### src/rtl/cpu_pkg.sv
// rtl/cpu_pkg.sv - shared CPU pipeline types for the EX->MEM boundary
// Holds memory-op encodings, execute-stage exception codes and the
// ex_mem_t record carried from EX into MEM.
package cpu_pkg;

   localparam int CPU_DW = 32;
   localparam int CPU_RW = 5;

   // Execute-stage exception codes (CP0 Cause.ExcCode values)
   localparam logic [4:0] CPU_EXC_OV   = 5'h0C;
   localparam logic [4:0] CPU_EXC_ADEL = 5'h04;
   localparam logic [4:0] CPU_EXC_ADES = 5'h05;

   typedef enum logic [2:0] {
      MOP_NONE = 3'd0,
      MOP_LB   = 3'd1,
      MOP_LH   = 3'd2,
      MOP_LW   = 3'd3,
      MOP_SB   = 3'd4,
      MOP_SH   = 3'd5,
      MOP_SW   = 3'd6,
      MOP_RSVD = 3'd7
   } mem_op_e;

   typedef struct packed {
      logic [CPU_DW-1:0] result;
      logic              zero;
      logic [CPU_DW-1:0] pc;
      logic              wen;
      logic [CPU_RW-1:0] wreg;
      mem_op_e           mem_op;
      logic [CPU_DW-1:0] sdata;
      logic              exc;
      logic [4:0]        exc_code;
      logic [CPU_DW-1:0] badvaddr;
   } ex_mem_t;

endpackage

### src/rtl/exc_classify.sv
// rtl/exc_classify.sv - combinational execute-stage exception classifier
// Inputs : ALU result/flags and instruction sideband (result_i, over_i,
//          trap_ov_i, zero_i, pc_i, wen_i, wreg_i, mem_op_i, sdata_i)
// Outputs: ent_o, an ex_mem_t with exception fields filled and wen/mem_op
//          squashed when an exception is raised.
module exc_classify
   import cpu_pkg::*;
#(
   parameter logic [4:0] EXC_OV   = CPU_EXC_OV,
   parameter logic [4:0] EXC_ADEL = CPU_EXC_ADEL,
   parameter logic [4:0] EXC_ADES = CPU_EXC_ADES
) (
   input  logic [CPU_DW-1:0] result_i,
   input  logic              over_i,
   input  logic              trap_ov_i,
   input  logic              zero_i,
   input  logic [CPU_DW-1:0] pc_i,
   input  logic              wen_i,
   input  logic [CPU_RW-1:0] wreg_i,
   input  logic [2:0]        mem_op_i,
   input  logic [CPU_DW-1:0] sdata_i,
   output ex_mem_t           ent_o
);

   logic    misal_h;
   logic    misal_w;
   logic    is_adel;
   logic    is_ades;
   mem_op_e op;

   always_comb begin
      // Reserved encoding is carried forward as "no memory access".
      op      = (mem_op_i == MOP_RSVD) ? MOP_NONE : mem_op_e'(mem_op_i);
      misal_h = result_i[0];
      misal_w = |result_i[1:0];
      // Byte ops are never checked: any address is aligned for them.
      is_adel = ((op == MOP_LH) && misal_h) || ((op == MOP_LW) && misal_w);
      is_ades = ((op == MOP_SH) && misal_h) || ((op == MOP_SW) && misal_w);

      ent_o          = '0;
      ent_o.result   = result_i;
      ent_o.zero     = zero_i;
      ent_o.pc       = pc_i;
      ent_o.wen      = wen_i;
      ent_o.wreg     = wreg_i;
      ent_o.mem_op   = op;
      ent_o.sdata    = sdata_i;

      // Priority: overflow trap, then load misalignment, then store.
      if (trap_ov_i && over_i) begin
         ent_o.exc      = 1'b1;
         ent_o.exc_code = EXC_OV;
      end else if (is_adel) begin
         ent_o.exc      = 1'b1;
         ent_o.exc_code = EXC_ADEL;
         ent_o.badvaddr = result_i;
      end else if (is_ades) begin
         ent_o.exc      = 1'b1;
         ent_o.exc_code = EXC_ADES;
         ent_o.badvaddr = result_i;
      end

      // A faulting instruction must not write the register file or memory.
      if (ent_o.exc) begin
         ent_o.wen    = 1'b0;
         ent_o.mem_op = MOP_NONE;
      end
   end

endmodule

### src/rtl/ex_mem_skid.sv
// rtl/ex_mem_skid.sv - registered EX->MEM boundary with 2-entry skid buffer
// EX side : ex_valid/ex_ready handshake plus ALU result, flags and sideband.
// MEM side: mem_valid/mem_ready handshake plus registered copies of the EX
//           fields and the classified exception (mem_exc, code, badvaddr).
// Control : clk, async active-high rst, synchronous flush.
module ex_mem_skid
   import cpu_pkg::*;
#(
   parameter int         DW       = CPU_DW,
   parameter int         RW       = CPU_RW,
   parameter logic [4:0] EXC_OV   = CPU_EXC_OV,
   parameter logic [4:0] EXC_ADEL = CPU_EXC_ADEL,
   parameter logic [4:0] EXC_ADES = CPU_EXC_ADES
) (
   input  logic          clk,
   input  logic          rst,
   input  logic          flush,
   input  logic          ex_valid,
   output logic          ex_ready,
   input  logic [DW-1:0] ex_result,
   input  logic          ex_over,
   input  logic          ex_trap_ov,
   input  logic          ex_zero,
   input  logic [DW-1:0] ex_pc,
   input  logic          ex_wen,
   input  logic [RW-1:0] ex_wreg,
   input  logic [2:0]    ex_mem_op,
   input  logic [DW-1:0] ex_sdata,
   output logic          mem_valid,
   input  logic          mem_ready,
   output logic [DW-1:0] mem_result,
   output logic          mem_zero,
   output logic [DW-1:0] mem_pc,
   output logic          mem_wen,
   output logic [RW-1:0] mem_wreg,
   output logic [2:0]    mem_mem_op,
   output logic [DW-1:0] mem_sdata,
   output logic          mem_exc,
   output logic [4:0]    mem_exc_code,
   output logic [DW-1:0] mem_badvaddr
);

   localparam logic [1:0] ST_EMPTY = 2'd0;
   localparam logic [1:0] ST_ONE   = 2'd1;
   localparam logic [1:0] ST_FULL  = 2'd2;

   logic [1:0] state_q, state_d;
   logic       ex_ready_q, ex_ready_d;
   ex_mem_t    main_q, main_d;
   ex_mem_t    skid_q, skid_d;
   ex_mem_t    in_ent;
   logic       accept;
   logic       drain;

   exc_classify #(
      .EXC_OV   (EXC_OV),
      .EXC_ADEL (EXC_ADEL),
      .EXC_ADES (EXC_ADES)
   ) u_exc_classify (
      .result_i  (ex_result),
      .over_i    (ex_over),
      .trap_ov_i (ex_trap_ov),
      .zero_i    (ex_zero),
      .pc_i      (ex_pc),
      .wen_i     (ex_wen),
      .wreg_i    (ex_wreg),
      .mem_op_i  (ex_mem_op),
      .sdata_i   (ex_sdata),
      .ent_o     (in_ent)
   );

   assign accept = ex_valid && ex_ready_q;
   assign drain  = mem_valid && mem_ready;

   always_comb begin
      state_d = state_q;
      main_d  = main_q;
      skid_d  = skid_q;

      if (flush) begin
         // Squash everything, including a same-cycle accept; stale data
         // is left in place since mem_valid=0 hides it.
         state_d = ST_EMPTY;
      end else begin
         case (state_q)
            ST_EMPTY: begin
               if (accept) begin
                  main_d  = in_ent;
                  state_d = ST_ONE;
               end
            end
            ST_ONE: begin
               if (accept && drain) begin
                  main_d = in_ent;
               end else if (accept) begin
                  skid_d  = in_ent;
                  state_d = ST_FULL;
               end else if (drain) begin
                  state_d = ST_EMPTY;
               end
            end
            ST_FULL: begin
               // ex_ready is low here, so no accept can arrive.
               if (drain) begin
                  main_d  = skid_q;
                  state_d = ST_ONE;
               end
            end
            default: state_d = ST_EMPTY;
         endcase
      end

      // Registered ready: computed from next state so it is valid on the
      // same edge the buffer fills, without any path from mem_ready.
      ex_ready_d = (state_d != ST_FULL);
   end

   always_ff @(posedge clk or posedge rst) begin
      if (rst) begin
         state_q    <= ST_EMPTY;
         ex_ready_q <= 1'b1;
         main_q     <= '0;
         skid_q     <= '0;
      end else begin
         state_q    <= state_d;
         ex_ready_q <= ex_ready_d;
         main_q     <= main_d;
         skid_q     <= skid_d;
      end
   end

   assign ex_ready     = ex_ready_q;
   assign mem_valid    = (state_q != ST_EMPTY);
   assign mem_result   = main_q.result;
   assign mem_zero     = main_q.zero;
   assign mem_pc       = main_q.pc;
   assign mem_wen      = main_q.wen;
   assign mem_wreg     = main_q.wreg;
   assign mem_mem_op   = main_q.mem_op;
   assign mem_sdata    = main_q.sdata;
   assign mem_exc      = main_q.exc;
   assign mem_exc_code = main_q.exc_code;
   assign mem_badvaddr = main_q.badvaddr;

endmodule

### config.mk
export PLATFORM = sky130hd
export DESIGN_NAME = ex_mem_skid
export DESIGN_NICKNAME = d
export VERILOG_FILES = /design/src/rtl/cpu_pkg.sv /design/src/rtl/exc_classify.sv /design/src/rtl/ex_mem_skid.sv
export SDC_FILE = /design/constraint.sdc
export NUM_CORES = 1
export LEC_CHECK = 0
export ABC_AREA = 0
export CAP_MARGIN = 15
export CORE_MARGIN = 3
export CORE_UTILIZATION = 52
export CTS_BUF_LIST = sky130_fd_sc_hd__clkbuf_8
export CTS_CLUSTER_DIAMETER = 80
export DETAILED_ROUTE_END_ITERATION = 10
export PLACE_DENSITY = 0.82
export SLEW_MARGIN = 15
export SYNTH_ARGS = -nofsm -noshare
export SYNTH_HDL_FRONTEND = slang
export SYNTH_SLANG_ARGS = --single-unit
### constraint.sdc
create_clock -name clk -period 14.55 [get_ports clk]
set_input_delay 2.91 -clock clk [delete_from_list [all_inputs] [get_ports clk]]
set_output_delay 2.91 -clock clk [all_outputs]
set_load 0.02 [all_outputs]
==> results_dict.tcl, run 1 <==
set metrics [dict create \
    cts_tree "built" \
    final_cell_count_no_fill 1811 \
    antenna_found_initial 1 \
    postSynth.asyncResetShare_pct 100.0 \
    p_per_area_nw_per_um2 145.6 \
    core_area_um2 22160 \
    hold_viol 0 \
    crit_type "in -> reg" \
    cts_buffers 47 \
    crit_path_end_kind "register" \
    fmax_mhz 192.9 \
    finalCritPeriodShare_pct 35.62 \
    hold_depth 2 \
    drt_first_pass_iters 5 \
    rows 54 \
    syn_inst 1270 \
    ant_nets 0 \
    worst_pin_slew_ps 1074 \
    yosysTopAreaCell "dfrtp_1" \
    die_area_um2 24710 \
    fin_setup_tns_ps 0 \
    hpwl_mm 19.29 \
    grt_max_degree 133 \
    relSlewSlack_pct 28.39 \
    drt-vias-per-instance 5.543 \
    ys_warn_count 0 \
    status "complete, no violations" \
    power_uw 2249 \
    nets 1610 \
    fin_skew_ps 16.81 \
    worst_r2r_path_depth 5 \
    rsz0062_at_grt "false" \
    htree_levels 2 \
    cts_root_buf "clkbuf_8" \
    finalSetupViolCount 0 \
    drt_iter0_drc 664 \
    synth-edff-count 0 \
    fp.dieH_um 157.2 \
    fp.dieW_um 157.2 \
    io_buffers 256 \
    wl_per_cell_um 17.33 \
    cp_cell_sequence "clkdlybuf4s50_1, nor2_1, nand2_4, a211oi_4, buf_4, a22o_1" \
    drive_gt1_share_pct 6.078 \
    cp-start-kind "primary input" \
    initial_core_util_pct 53.65 \
    via_count 10038 \
    ir_worst_vdd_mv 0.08280 \
    drv_cap 0 \
    gr-total-overflow 0 \
    syn_area_um2 11890 \
    synth.area.top_cells "dfrtp_1 (60%), nand2_1 (17%), a31oi_1 (5.4%)" \
    avgSynthCellArea_um2 9.361 \
    post_cts_resized 0 \
    cp.required_ps 15030 \
    syn_to_final_growth_pct 29.92 \
    ys_ff_latch 285 \
    slowest_stage "a211oi_4" \
    period_needed_ps 5183 \
    arrival_ps 5660 \
    cts_max_path_buffers 3 \
    placed_cells_incl_taps 1727 \
    utilization_pct 69.70 \
    first_global_vias 9859 \
    gp_congestion 0.8166 \
    cts_num_sinks 285 \
    drv_slew 0 \
    clkTransAtPathRegs_ps 60 \
    postCtsHoldBufs 0 \
    grt.total_usage_pct 25.06 \
    synth_cell_type_count 43 \
    worst_hold_slack_ps 470.7 \
    cts_setup_buffers 0 \
    io_pins 259 \
    cp_max_fo 80 \
    routed_wl_mm 31.38 \
    power.leakage_uw 0.007506 \
    drc 0 \
    clk_latency_ps 540 \
    hp-class "reg -> reg" \
    cp_slowest_stage_delay_ps 700 \
    synth_ff_type "dfrtp_1" \
    grt_pass1_wl_mm 50.17 \
    yosysSeqAreaShare_pct 60.00 \
    netlist.area_leader.share_pct 59.78 \
]
Yosys cell counts (all sizes together), types with 3 or more instances:
library cell	n
buf	60
a21oi	4
a21o	32
dfrtp	284
o31ai	5
a22o	66
a22oi	3
nand3	3
clkbuf	33
nand4	3
o21ai	6
nand2	529
a31oi	103
nor2	107
nor2b	3
final cells by class:
type	count	area, um2
Tap cell	280	350.3
Clock buffer	57	784.5
Fill cell	1652	6715
Inverter	2	15.01
Timing Repair Buffer	270	2688
Antenna cell	1	2.502
Sequential cell	285	7133
Clock inverter	25	150.1
Multi-Input combinational cell	891	4323
kinds of logic (layout without fill, tap and decap cells):
group | count (synthesis) | in the layout | share of synthesized area [%]
buf+inv | 95 | 354 | 4.031
other cells | 1 | 3 | 0.03154
xor+xnor | 3 | 3 | 0.2210
simple gates | 660 | 660 | 21.76
fa+ha+maj | 1 | 1 | 0.09471
flops | 285 | 285 | 60.00
compound gates | 225 | 225 | 13.86
final timing paths:
check                                               end  slack (ps)               startpoint
setup / recovery                  skid_q[2]$_DFFE_PP0P_        9370                    flush
hold / removal                  skid_q[102]$_DFFE_PP0P_         470  skid_q[102]$_DFFE_PP0P_
setup reg to reg                  skid_q[2]$_DFFE_PP0P_       11810       ex_ready$_DFF_PP1_
hold reg to reg                 skid_q[102]$_DFFE_PP0P_         470  skid_q[102]$_DFFE_PP0P_
max in group asynchronous  mem_badvaddr[24]$_DFFE_PP0P_        9980                      rst
min in group asynchronous      mem_sdata[3]$_DFFE_PP0P_        3000                      rst
sequential cells by signal, summed over array words and instances, names as in the netlist:
register and count:
ex_ready 1, mem_badvaddr 32, mem_exc_code 3, mem_mem_op 3, mem_pc 32, mem_result 32
mem_sdata 32, mem_wen 1, mem_wreg 5, mem_zero 1, skid_q 141, state_q 2
power breakdown:
group	switching [uW]	internal, uW
combinational	267	238
clock	307	387
sequential	93.7	956
total	668	1580
through the flow:
stage / setup slack [ps] / area (um2)
finish: 9367 / 15450
global route: 9192 / 15450
CTS: 9416 / 15420
detailed placement: 8834 / 14480
global placement: 8951 / 14480
floorplan: 3778 / 11890
metal layers:
| metal | wire length (um) | GRT usage [%] |
|---|---|---|
| met5 | 0 | 0 |
| met4 | 744 | 7.934 |
| met3 | 2737 | 6.516 |
| met2 | 14680 | 40.52 |
| met1 | 13220 | 33.54 |
cells in the final DEF (no fill, tap or decap), types with 3 or more instances in the layout:
| master | instances |
|---|---|
| nand2_1 | 528 |
| dfrtp_1 | 284 |
| clkdlybuf4s50_1 | 256 |
| nor2_1 | 107 |
| a31oi_1 | 103 |
| a22o_1 | 66 |
| clkbuf_8 | 57 |
| a21o_1 | 32 |
| inv_1 | 21 |
| buf_4 | 13 |
| o31ai_1 | 4 |
| a22oi_1 | 3 |
| a21oi_1 | 3 |
| o21ai_0 | 3 |
| nand4_1 | 3 |
| o21ai_1 | 3 |
| clkinv_2 | 3 |
worst max-delay path: cells and delay by family:
family                 cells  cell delay, ps
buffers and inverters      2             990
AO/OA/AOI/OAI              2             880
AND/OR/NAND/NOR            2             820
(Power assumes the default switching activity.)
==> inputs of run 2 (changes only) <==
clock period = 5 ns   (was 14.55 ns; I/O delays follow)
==> run 2 against run 1 <==
Worst hold slack gained 2.1 ps. Sequential share of layout area shrank 0.060 points. Global-route usage grew 0.24 points. Register-to-register slack lost 9200 ps. Largest cell class unchanged. First-iteration DRC count grew 1.7%. Cell count shrank 0.11%. Power grew to 2.9 times the previous value. Critical path type is now reg -> out. Critical path depth shrank 4. Non-clock buffer count grew 1.
==> results_dict.tcl, run 2 (synthesis gave the netlist of run 1 again) <==
set metrics [dict create \
    placed_cells_incl_taps 1729 \
    worst_hold_slack_ps 472.9 \
    io_buffers 256 \
    finalSetupViolCount 0 \
    intPower_uw 4592 \
    htree_levels 2 \
    fp.dieW_um 157.2 \
    grt_max_degree 110 \
    drv_slew 0 \
    cp_max_fo 7 \
    initial_core_util_pct 53.65 \
    cts_buffers 46 \
    cts_root_buf "clkbuf_8" \
    hold_viol 0 \
    cp_slowest_stage_delay_ps 530 \
    cts_setup_buffers 0 \
    nets 1610 \
    core_area_um2 22160 \
    finalCritPeriodShare_pct 57.34 \
    relSlewSlack_pct 27.03 \
    rsz0062_at_grt "false" \
    cts_num_sinks 285 \
    clkTransAtPathRegs_ps 60 \
    slowest_stage "clkdlybuf4s50_1" \
    via_count 9879 \
    worst_pin_slew_ps 1095 \
    final_cell_mix "nand2_1 (528), dfrtp_1 (284), clkdlybuf4s50_1 (256)" \
    die_area_um2 24710 \
    drt_first_pass_iters 5 \
    gp_congestion 0.7946 \
    drive_gt1_share_pct 6.475 \
    drt_iter0_drc 675 \
    hpwl_mm 19.21 \
    cts_tree "built" \
    antenna_found_initial 0 \
    fp.dieH_um 157.2 \
    gr-total-overflow 0 \
    crit_path_end_kind "output port" \
    grt.total_usage_pct 25.30 \
    postCtsHoldBufs 0 \
    period_needed_ps 2867 \
    routed_wl_mm 30.94 \
    cp.required_ps 4000 \
    cts_max_path_buffers 3 \
    seqPwrFrac_pct 46.8 \
    drc 0 \
    diodes 0 \
    fillers 1674 \
    critPathTopFamily "buffers and inverters" \
    placed_area_um2 14530 \
    ant_nets 0 \
    cp_cell_sequence "or2_2, clkdlybuf4s50_1" \
    fin_setup_tns_ps 0 \
    hp-class "reg -> reg" \
    first_global_vias 9987 \
    post_cts_resized 0 \
    final_area_um2 15470 \
    largest-register "skid_q" \
    syn_to_final_growth_pct 30.09 \
    crit_type "reg -> out" \
    fin_skew_ps 17.84 \
    cp-start-kind "register" \
    critPathBufInv 1 \
    status "complete, no violations" \
    final_common_cell "nand2_1" \
    p_sw_share_pct 29.49 \
    ir_worst_vdd_mv 0.2228 \
    arrival_ps 1870 \
    fmax_mhz 348.8 \
    power_frac_clock_pct 30.6 \
    power_uw 6512 \
    clk_latency_ps 550 \
    wl_per_cell_um 17.10 \
    largest_reg_flops 141 \
    drt-vias-per-instance 5.461 \
    switchingPower_uw 1920 \
    drv_cap 0 \
    p_per_area_nw_per_um2 421.0 \
    grt_pass1_wl_mm 50.74 \
    io_pins 259 \
    rows 54 \
    final_cell_count_no_fill 1809 \
    power.leakage_uw 0.007495 \
    power_frac_comb_pct 22.6 \
]
[run 2: cell types whose count changed in the layout (fill, tap and decap cells not counted), sizes merged]
| cell | before | now |
|---|---|---|
| diode | 1 | 0 |
| clkinv | 3 | 4 |
| clkbuf | 57 | 63 |
| bufinv | 2 | 0 |
| buf | 14 | 15 |
| inv | 22 | 14 |
| clkinvlp | 0 | 1 |
[run 2: path summary, 6_finish.rpt]
check / from / to / slack, ps / cells past startpoint
setup / recovery: state_q[0]$_DFF_PP0_ / mem_valid / 2130 / 2
hold / removal: skid_q[90]$_DFFE_PP0P_ / skid_q[90]$_DFFE_PP0P_ / 470 / 2
setup reg to reg: state_q[0]$_DFF_PP0_ / mem_exc_code[2]$_DFFE_PP0P_ / 2640 / 4
hold reg to reg: skid_q[90]$_DFFE_PP0P_ / skid_q[90]$_DFFE_PP0P_ / 470 / 2
max in group asynchronous: rst / skid_q[52]$_DFFE_PP0P_ / 2950 / 3
min in group asynchronous: rst / skid_q[116]$_DFFE_PP0P_ / 1000 / 2
[run 2: metrics by stage]
stage	setup WS, ps	utilization, %
global route	2039	69.79
detailed placement	1594	65.57
CTS	2102	69.79
global placement	1621	65.57
finish	2133	69.79
floorplan	223.6	-
[run 2: area by class of cell]
class	instances	area [um2]	share of cell area [%]
Sequential cell	285	7133	46.12
Multi-Input combinational cell	891	4323	27.95
Timing Repair Buffer	271	2713	17.54
Clock buffer	63	867.1	5.606
Tap cell	280	350.3	2.265
Clock inverter	17	68.82	0.4449
Inverter	2	11.26	0.07281
[run 2: power groups by stage]
| stage | clock network, uW | registers [uW] | logic [uW] |
|---|---|---|---|
| after floorplan | 0 | 3280 | 565 |
| after global placement | 0 | 3060 | 1440 |
| after detailed placement | 0 | 3080 | 1480 |
| after CTS | 2040 | 3040 | 1490 |
| after global routing | 2150 | 3100 | 1620 |
| final | 1990 | 3050 | 1470 |
[run 2: per-layer routing]
layer / vias up / track usage, % / wire length (um)
met3: 49 / 6.461 / 2381
met4: 0 / 7.479 / 611
li1: 4661 / - / -
met5: - / 0 / 0
met1: 4842 / 34.17 / 13320
met2: 327 / 40.92 / 14620
[run 2: tightest hold or removal path, stage by stage, from the launching register on]
cell     delay (ps)
dfrtp_1         340
nand2_1          50
nand2_1          50
